File: src/rtl/memory_access_unit_pkg.sv
`default_nettype none
// ============================================================================
//  Module      : memory_access_unit_pkg
//  Description : Shared funct3 codes, FSM state encoding and access-size
//                helpers for the MEM-stage memory access unit.
//  Revision    : 1.0 - initial release
// ============================================================================
package memory_access_unit_pkg;

    // RV32I load/store funct3 codes
    localparam logic [2:0] c_F3_LB  = 3'b000;
    localparam logic [2:0] c_F3_LH  = 3'b001;
    localparam logic [2:0] c_F3_LW  = 3'b010;
    localparam logic [2:0] c_F3_LBU = 3'b100;
    localparam logic [2:0] c_F3_LHU = 3'b101;

    // Access FSM states
    typedef enum logic [1:0] {
        S_IDLE = 2'd0,
        S_BUSY = 2'd1,
        S_DONE = 2'd2
    } state_t;

    // Legal funct3 for the given direction (loads accept the unsigned forms)
    function automatic logic f3_legal(input logic is_load, input logic [2:0] f3);
        logic ok;
        ok = (f3 == c_F3_LB) || (f3 == c_F3_LH) || (f3 == c_F3_LW);
        if (is_load)
            ok = ok || (f3 == c_F3_LBU) || (f3 == c_F3_LHU);
        return ok;
    endfunction

endpackage : memory_access_unit_pkg
`default_nettype wire

File: src/rtl/memory_access_unit_load_store_align.sv
`default_nettype none
// ============================================================================
//  Module      : memory_access_unit_load_store_align
//  Description : Combinational lane logic: store byte-enable/data alignment,
//                load lane selection with sign/zero extension, and the
//                legal/aligned check for an incoming access.
//  Revision    : 1.0 - initial release
// ============================================================================
module memory_access_unit_load_store_align
    import memory_access_unit_pkg::*;
(
    // Store / check path (current EX/MEM access)
    input  logic        i_is_load,
    input  logic [2:0]  i_funct3,
    input  logic [1:0]  i_addr_lo,
    input  logic [31:0] i_store_data,
    output logic [3:0]  o_be,
    output logic [31:0] o_wdata,
    output logic        o_legal,
    // Load path (registered access attributes)
    input  logic [2:0]  i_ld_funct3,
    input  logic [1:0]  i_ld_addr_lo,
    input  logic [31:0] i_rdata,
    output logic [31:0] o_load_data
);

    logic [7:0]  w_byte;
    logic [15:0] w_half;
    logic        w_aligned;

    // Byte enables and replicated store data; loads always read the full word
    always_comb begin
        o_be    = 4'b1111;
        o_wdata = i_store_data;
        if (!i_is_load) begin
            case (i_funct3)
                c_F3_LB: begin
                    o_be    = 4'b0001 << i_addr_lo;
                    o_wdata = {4{i_store_data[7:0]}};
                end
                c_F3_LH: begin
                    o_be    = i_addr_lo[1] ? 4'b1100 : 4'b0011;
                    o_wdata = {2{i_store_data[15:0]}};
                end
                default: begin
                    o_be    = 4'b1111;
                    o_wdata = i_store_data;
                end
            endcase
        end
    end

    // Legal code and natural alignment for the access size (funct3[1:0])
    always_comb begin
        case (i_funct3[1:0])
            2'b01:   w_aligned = ~i_addr_lo[0];
            2'b10:   w_aligned = (i_addr_lo == 2'b00);
            default: w_aligned = 1'b1;
        endcase
        o_legal = f3_legal(i_is_load, i_funct3) && w_aligned;
    end

    // Pick the addressed lane of the read word and extend to 32 bits
    always_comb begin
        w_byte = i_rdata[8*i_ld_addr_lo +: 8];
        w_half = i_ld_addr_lo[1] ? i_rdata[31:16] : i_rdata[15:0];
        case (i_ld_funct3)
            c_F3_LB:  o_load_data = {{24{w_byte[7]}}, w_byte};
            c_F3_LBU: o_load_data = {24'd0, w_byte};
            c_F3_LH:  o_load_data = {{16{w_half[15]}}, w_half};
            c_F3_LHU: o_load_data = {16'd0, w_half};
            default:  o_load_data = i_rdata;
        endcase
    end

endmodule : memory_access_unit_load_store_align
`default_nettype wire

File: src/rtl/memory_access_unit.sv
`default_nettype none
// ============================================================================
//  Module      : memory_access_unit
//  Description : MEM-stage data-memory access unit. Issues one req/ack bus
//                transaction per load/store, stalls the pipeline until it
//                completes or times out, and registers formatted load data.
//  Revision    : 1.0 - initial release
// ============================================================================
module memory_access_unit
    import memory_access_unit_pkg::*;
#(
    parameter int TIMEOUT_CYCLES = 16
) (
    input  logic        clk_i,
    input  logic        reset_i,
    input  logic        em_mem_read_i,
    input  logic        em_mem_write_i,
    input  logic [2:0]  em_funct3_i,
    input  logic [31:0] em_alu_result_i,
    input  logic [31:0] em_read_data2_i,
    output logic        dmem_req_o,
    output logic        dmem_we_o,
    output logic [31:0] dmem_addr_o,
    output logic [3:0]  dmem_be_o,
    output logic [31:0] dmem_wdata_o,
    input  logic        dmem_ack_i,
    input  logic [31:0] dmem_rdata_i,
    output logic        stall_o,
    output logic [31:0] load_data_o,
    output logic        misalign_o,
    output logic        bus_err_o
);

    localparam int             CNT_W  = $clog2(TIMEOUT_CYCLES + 1);
    localparam logic [CNT_W-1:0] c_CNT_LAST = CNT_W'(TIMEOUT_CYCLES - 1);
    localparam logic [CNT_W-1:0] c_CNT_MAX  = CNT_W'(TIMEOUT_CYCLES);

    state_t           r_state;
    state_t           w_next_state;
    logic [CNT_W-1:0] r_count;
    logic             r_req;
    logic             r_we;
    logic [31:0]      r_addr;
    logic [3:0]       r_be;
    logic [31:0]      r_wdata;
    logic [2:0]       r_funct3;
    logic [1:0]       r_addr_lo;
    logic [31:0]      r_load_data;
    logic             r_bus_err;

    logic             w_access;
    logic             w_both;
    logic             w_legal;
    logic [3:0]       w_be;
    logic [31:0]      w_wdata;
    logic [31:0]      w_load_fmt;
    logic             w_start;
    logic             w_ack_ok;
    logic             w_timeout;
    logic             w_stall;
    logic             w_misalign;

    assign w_access = em_mem_read_i ^ em_mem_write_i;
    assign w_both   = em_mem_read_i & em_mem_write_i;

    memory_access_unit_load_store_align u_align (
        .i_is_load    (em_mem_read_i),
        .i_funct3     (em_funct3_i),
        .i_addr_lo    (em_alu_result_i[1:0]),
        .i_store_data (em_read_data2_i),
        .o_be         (w_be),
        .o_wdata      (w_wdata),
        .o_legal      (w_legal),
        .i_ld_funct3  (r_funct3),
        .i_ld_addr_lo (r_addr_lo),
        .i_rdata      (dmem_rdata_i),
        .o_load_data  (w_load_fmt)
    );

    // State register
    always_ff @(posedge clk_i) begin
        if (!reset_i) r_state <= S_IDLE;
        else          r_state <= w_next_state;
    end

    // Next state, stall/misalign decode; reset asserted masks all actions
    always_comb begin
        w_next_state = r_state;
        w_stall      = 1'b0;
        w_misalign   = 1'b0;
        w_start      = 1'b0;
        w_ack_ok     = 1'b0;
        w_timeout    = 1'b0;
        case (r_state)
            S_IDLE: begin
                if (w_both) begin
                    w_misalign = 1'b1;
                end else if (w_access) begin
                    if (w_legal) begin
                        w_start      = 1'b1;
                        w_stall      = 1'b1;
                        w_next_state = S_BUSY;
                    end else begin
                        w_misalign = 1'b1;
                    end
                end
            end
            S_BUSY: begin
                w_stall = 1'b1;
                // Ack takes priority so an ack in the last allowed cycle wins
                if (dmem_ack_i) begin
                    w_ack_ok     = 1'b1;
                    w_next_state = S_DONE;
                end else if (r_count == c_CNT_LAST) begin
                    w_timeout    = 1'b1;
                    w_next_state = S_DONE;
                end
            end
            S_DONE: begin
                w_next_state = S_IDLE;
            end
            default: begin
                w_next_state = S_IDLE;
            end
        endcase
        if (!reset_i) begin
            w_stall    = 1'b0;
            w_misalign = 1'b0;
            w_start    = 1'b0;
            w_ack_ok   = 1'b0;
            w_timeout  = 1'b0;
        end
    end

    // Bus request fields, timeout counter and result registers
    always_ff @(posedge clk_i) begin
        if (!reset_i) begin
            r_count     <= '0;
            r_req       <= 1'b0;
            r_we        <= 1'b0;
            r_addr      <= '0;
            r_be        <= '0;
            r_wdata     <= '0;
            r_funct3    <= '0;
            r_addr_lo   <= '0;
            r_load_data <= '0;
            r_bus_err   <= 1'b0;
        end else begin
            r_bus_err <= w_timeout;
            if (w_start) begin
                r_count   <= '0;
                r_req     <= 1'b1;
                r_we      <= em_mem_write_i;
                r_addr    <= {em_alu_result_i[31:2], 2'b00};
                r_be      <= w_be;
                r_wdata   <= w_wdata;
                r_funct3  <= em_funct3_i;
                r_addr_lo <= em_alu_result_i[1:0];
            end else if (r_state == S_BUSY && r_count != c_CNT_MAX) begin
                r_count <= r_count + 1'b1;
            end
            if (w_ack_ok) begin
                r_req <= 1'b0;
                if (!r_we) r_load_data <= w_load_fmt;
            end
            if (w_timeout) begin
                r_req       <= 1'b0;
                r_load_data <= '0;
            end
        end
    end

    assign dmem_req_o   = r_req;
    assign dmem_we_o    = r_we;
    assign dmem_addr_o  = r_addr;
    assign dmem_be_o    = r_be;
    assign dmem_wdata_o = r_wdata;
    assign stall_o      = w_stall;
    assign load_data_o  = r_load_data;
    assign misalign_o   = w_misalign;
    assign bus_err_o    = r_bus_err;

endmodule : memory_access_unit
`default_nettype wire

File: config.mk
export PLATFORM = sky130hd
export DESIGN_NAME = memory_access_unit
export DESIGN_NICKNAME = d
export VERILOG_FILES = /design/src/rtl/memory_access_unit_pkg.sv /design/src/rtl/memory_access_unit_load_store_align.sv /design/src/rtl/memory_access_unit.sv
export SDC_FILE = /design/constraint.sdc
export NUM_CORES = 1
export LEC_CHECK = 0
export CORE_MARGIN = 2
export CORE_UTILIZATION = 35
export CTS_CLUSTER_SIZE = 25
export DETAILED_ROUTE_END_ITERATION = 10
export DONT_BUFFER_PORTS = 1
export GPL_TIMING_DRIVEN = 0
export MAX_ROUTING_LAYER = met4
export PLACE_DENSITY_LB_ADDON = 0.08
export SETUP_SLACK_MARGIN = 0.02
export SLEW_MARGIN = 20
export SYNTH_ARGS = -nofsm -noshare
export SYNTH_HDL_FRONTEND = slang
export SYNTH_SLANG_ARGS = --single-unit
File: constraint.sdc
create_clock -name clk_i -period 1.5 [get_ports clk_i]
set_input_delay 0.075 -clock clk_i [delete_from_list [all_inputs] [get_ports clk_i]]
set_output_delay 0.075 -clock clk_i [all_outputs]
set_load 0.1 [all_outputs]
* Yosys cells after proc, flatten, opt, wreduce, memory -nomap -nowiden
Cells that the tools add are included.
Storage, ports and cells: register bits 113, word-level logic and storage cells 84
Operators by class: add/subtract/negate cells 1, equality and inequality tests 16, shift operators 2, mux-type cells 34, bitwise gates (word level) 5, reductions and logical operators 15
Operators by type and width (count):
- one-hot mux 32 bit (4 select lines) | 1
- one-hot mux 32 bit (2 select lines) | 1
- 2-to-1 mux 32 bit | 1
- variable part select 32 x 6 -> 8 bit | 1
- 2-to-1 mux 1 bit | 19
- 2-to-1 mux 16 bit | 1
- equality test 3 bit, second input constant | 4
- 2-to-1 mux 2 bit | 5
- 2-to-1 mux 4 bit | 2
- one-hot mux 4 bit (2 select lines) | 1
- equality test 3 x 1 -> 1 bit, second input constant | 2
- logical NOT 3 bit | 2
- adder 5 x 1 -> 5 bit, second input constant | 1
- equality test 5 x 4 -> 1 bit, second input constant | 1
- != test 5 bit, second input constant | 1
- equality test 2 x 1 -> 1 bit, second input constant | 2
- logical NOT 2 bit | 2
- logical OR 1 bit | 4
- != test 2 bit, second input constant | 2
- one-hot mux 1 bit (2 select lines) | 2
- one-hot mux 2 bit (2 select lines) | 1
- AND reduction 4 bit | 1
- OR reduction 2 bit | 2
- left shift 1 x 2 -> 4 bit, first input constant | 1
- other kinds (10) | 13

* Depth between registers and ports, before layout
depth in word-level cells 13, depth in mapped cells 10

* By module
From an unflattened synthesis, not the netlist that was laid out.
Second synthesis, totals: cells, all modules 568, area, all modules 5250.0 µm²
By module, submodules not included:
- memory_access_unit | times used 1, cells an instance 369, area an instance 4060.1 µm²
- memory_access_unit_load_store_align | times used 1, cells an instance 199, area an instance 1189.9 µm²

* Least setup slack after synthesis
OpenSTA, ideal clock, no wires.
path kind register to register, from register r_we (netlist: dmem_we_o), to register r_load_data[16] (netlist: load_data_o[16]), setup time 0.137 ns, arrival 1.895 ns, data required time 1.363 ns, path slack -0.531 ns, cell stages (with the launch flop) 7, path buffers 2, clock period less this slack 2.031 ns, cell sequence dfxtp_1 -> and4bb_1 -> and2_1 -> clkbuf_1 -> clkbuf_1 -> o21ai_0 -> a21oi_1
On the way: cells in the longest elaborated chain, start to end 2
RTL lines:
- start: declaration | line memory_access_unit.sv:42 | logic r_we;
- start signal: assignment | line memory_access_unit.sv:153 | r_we <= em_mem_write_i;
- NOT 1 bit (no line)
- AND reduction 2 bit (no line)
- end signal: assignment | line memory_access_unit.sv:164 | if (!r_we) r_load_data <= w_load_fmt;
- end: declaration | line memory_access_unit.sv:48 | logic [31:0] r_load_data;
No other way between the ends. A chain may end at the register's enable or synchronous reset.

* Worst setup path in the final report
from register r_addr_lo[1], to register r_load_data[10] (netlist: load_data_o[10])
On the way: cells in the longest elaborated chain, start to end 2
RTL lines:
- start: declaration | line memory_access_unit.sv:47 | logic [1:0] r_addr_lo;
- start signal: assignment | line memory_access_unit.sv:158 | r_addr_lo <= em_alu_result_i[1:0];
- variable part select 32 x 6 -> 8 bit / 2-to-1 mux 16 bit (equally long branches) | line memory_access_unit_load_store_align.sv:65, memory_access_unit_load_store_align.sv:66
- one-hot mux 32 bit (4 select lines) (*) | line memory_access_unit_load_store_align.sv:67 | case (i_ld_funct3)
Mark *: on every way between the ends. The rest lies on a longest branch, timed or not.

==> flow_summary_export.csv <==
group,metric,value,unit
die,die-area,15100,µm²
power,leakagePower,3.05,nW
global_routing,grt_pass1_wl,27100,µm
finish,stdcell_count,858,
logic_synthesis,synth_top_area_frac,0.457,
finish,antenna_cells,0,
timing,period_minus_slack,1680,ps
placement,portBuffers,0,
clock_tree,htree_levels,4,
logic_synthesis,yosysMostFrequentCell,"dfxtp_1",
status,violations,"setup timing",
logic_synthesis,synthTopCellsByCount,"113 x dfxtp_1, 57 x a21oi_1, 50 x a22o_1, 39 x nand2_1, 30 x o21ai_0",
timing,fin_skew,7.20,ps
timing,relSlewSlack,0.341,
global_routing,grt_max_degree,17,
logic_synthesis,yosysSeqAreaShare,0.457,
finish,fin_util,0.580,
die,placementRows,43,
finish,nets,777,
clock_tree,cts_buffer_depth,2,
drt,drt_iter0_drc,253,
setup_path,cp-start-kind,"flop",
worst_hold_path,hold_class,"primary input to flop",
placement,place_inst,691,
setup_path,r2r-start,"r_addr_lo[1]",
clock_tree,numClockSinks,113,
power,power_density,1150,nW/µm²
logic_synthesis,yosysWarnings,0,
drt,avgViaCountPerCell,5.54,
drt,ant_nets,0,
timing,post-route-period-util,1.12,
logic_synthesis,synth_top_area_cell,"dfxtp_1",
timing,finalSetupViolCount,38,
setup_path,cp-end-kind,"flop",
drt,vias,4754,
setup_path,timing.rr.end,"load_data_o[10]",
clock_tree,path_clk_slew,60,ps
die,start_util,0.358,
clock_tree,cts_buffers,17,
drt,drc,0,
finish,syn_to_final_growth,61.9,%
global_routing,track_usage,0.244,
power,ir_worst_vdd,832,µV
logic_synthesis,synthCells,510,
timing,hold_viol_final,0,
clock_tree,clk_latency,410,ps
setup_path,r2r_setup_slack,-180,ps
setup_path,crit_start,"r_addr_lo[1]",
status,outcome,"complete, but fails checks",
logic_synthesis,ys_top_cells_by_area,"dfxtp_1 46%, a22o_1 8.8%, a21oi_1 5.8%, mux2i_1 4.0%, o21ai_0 3.0%",
global_routing,grt_pass1_vias,5009,
logic_synthesis,async_reset_ff_frac,0,
setup_path,required,1790,ps
placement,dp_hpwl,11000,µm
die,fp.coreArea,13800,µm²
die,die_y,123,µm
setup_path,rr_worst_depth,5,
timing,worst_pin_slew,987,ps
placement,gp_congestion,0.807,
clock_tree,cts-root-buf,"clkbuf_16",
timing,clock.fmax,0.594,GHz
clock_tree,cts_tree,"yes",
logic_synthesis,netlist-cell-type-count,48,
drt,drtPass1Iterations,4,
timing,drv_slew,0,
finish,drive_gt1_frac,0.409,
global_routing,grt-ovfl-total,0,
drt,avgRoutedWirePerCell,21.5,µm
die,die_x,123,µm
setup_path,critPathMaxFanout,5,
timing,setup_tns,-4300,ps
setup_path,crit_type,"flop to flop",
timing,rsz0062_at_grt,"true",
logic_synthesis,synth_seq_cells,113,
logic_synthesis,syn_area,4950,µm²
logic_synthesis,synth_ff_type,"dfxtp_1",
flow_run,maxCapViolCount,0,
setup_path,endpoint,"load_data_o[10]",
global_routing,antenna_found_initial,0,
logic_synthesis,avgSynthCellArea,9.71,µm²
drt,wl,18500,µm
die,io_pins,209,
setup_path,crit_arrival,1980,ps
timing,worst_slack,-184,ps
logic_synthesis,synth-edff-count,0,
through the flow:
step,total power [mW],hold WS (ps),setup slack (ps),area (µm²)
floorplan,4.37,176,-48.2,5160
global placement,4.52,185,-368,5390
detailed placement,4.53,183,-398,5390
CTS,9.25,8.88,-177,7800
global route,9.57,12.1,-226,8020
finish,9.25,16.3,-184,8020
worst max-delay path, stage by stage (launching register included):
cell	delay, ps
dfxtp_2	320
buf_6	110
mux4_2	520
nand3b_1	260
o21ai_1	130
a32o_1	230
final cells by class:
type,count,area [µm²]
multi-input combinational,350,2860
timing repair buffer,140,1520
clock inverter,11,186
sequential,113,2370
fill,1150,5810
buffer,36,369
clock buffer,20,437
inverter,8,56.3
tap,180,225
report_power, final:
part           switching [mW]  internal, mW
Sequential              0.713          3.11
Clock                    1.41          2.93
Combinational           0.532         0.565
Total                    2.65          6.60
cells by family after synthesis:
kind of cell / Yosys count / synth area share
AOI/OAI and AO/OA: 200 / 0.294
xor gates and xnor gates: 3 / 0.00531
adders and majority gates: 7 / 0.0177
buffers and inverters: 49 / 0.0566
DFF: 113 / 0.457
muxes: 26 / 0.0564
other: 1 / 0.000757
and+or+nand+nor: 111 / 0.113
metal layers:
layer | share of wire | vias to the layer above | global-route usage
met2 | 0.51 | 208 | 0.415
met4 | 0.024 | 0 | 0.0905
met1 | 0.39 | 2319 | 0.271
met5 | 0 | - | -
li1 | - | 2199 | -
met3 | 0.073 | 28 | 0.0720
placed cells by master (no fill, tap or decap), types with 8 or more instances in the layout:
| master | count |
|---|---|
| nand2b_1 | 14 |
| dfxtp_2 | 77 |
| buf_12 | 8 |
| a21oi_2 | 19 |
| o2bb2ai_2 | 10 |
| buf_6 | 16 |
| buf_4 | 19 |
| a22o_1 | 50 |
| o21ai_2 | 25 |
| nand2_1 | 38 |
| dfxtp_1 | 33 |
| a21oi_1 | 36 |
| dlygate4sd3_1 | 103 |
| mux2i_1 | 18 |
| a22oi_1 | 8 |
| nor2_1 | 21 |
| clkbuf_16 | 24 |
| o2bb2ai_1 | 9 |
sequential cells by signal (all words and copies together) (netlist names), 2 cells and up:
register	cells
dmem_addr_o	30
r_addr_lo	2
load_data_o	32
dmem_wdata_o	32
r_count	5
r_funct3	3
dmem_be_o	4
r_state	2
timing repair:
item | 4_1_cts | 5_1_grt
gates resized for setup | 100 | 123
gates cloned | 9 | 2
endpoints found under the hold margin | 108 | 1
hold buffers | 102 | 1
setup endpoints to repair | 112 | 169
buffers inserted | 25 | 7
pin swaps | 28 | 26
how the worst min path moves through the flow:
stage | start | end | slack, ps | depth (start not counted)
finish | dmem_rdata_i[7] | load_data_o[7] | 20 | 3
CTS | dmem_rdata_i[7] | load_data_o[7] | 9 | 3
global placement | dmem_ack_i | r_state[0] | 190 | 1
global route | dmem_rdata_i[7] | load_data_o[7] | 10 | 3
detailed placement | dmem_ack_i | r_state[0] | 180 | 1
floorplan | dmem_ack_i | r_state[0] | 180 | 1
No activity file was read; power rests on OpenSTA's default activity.
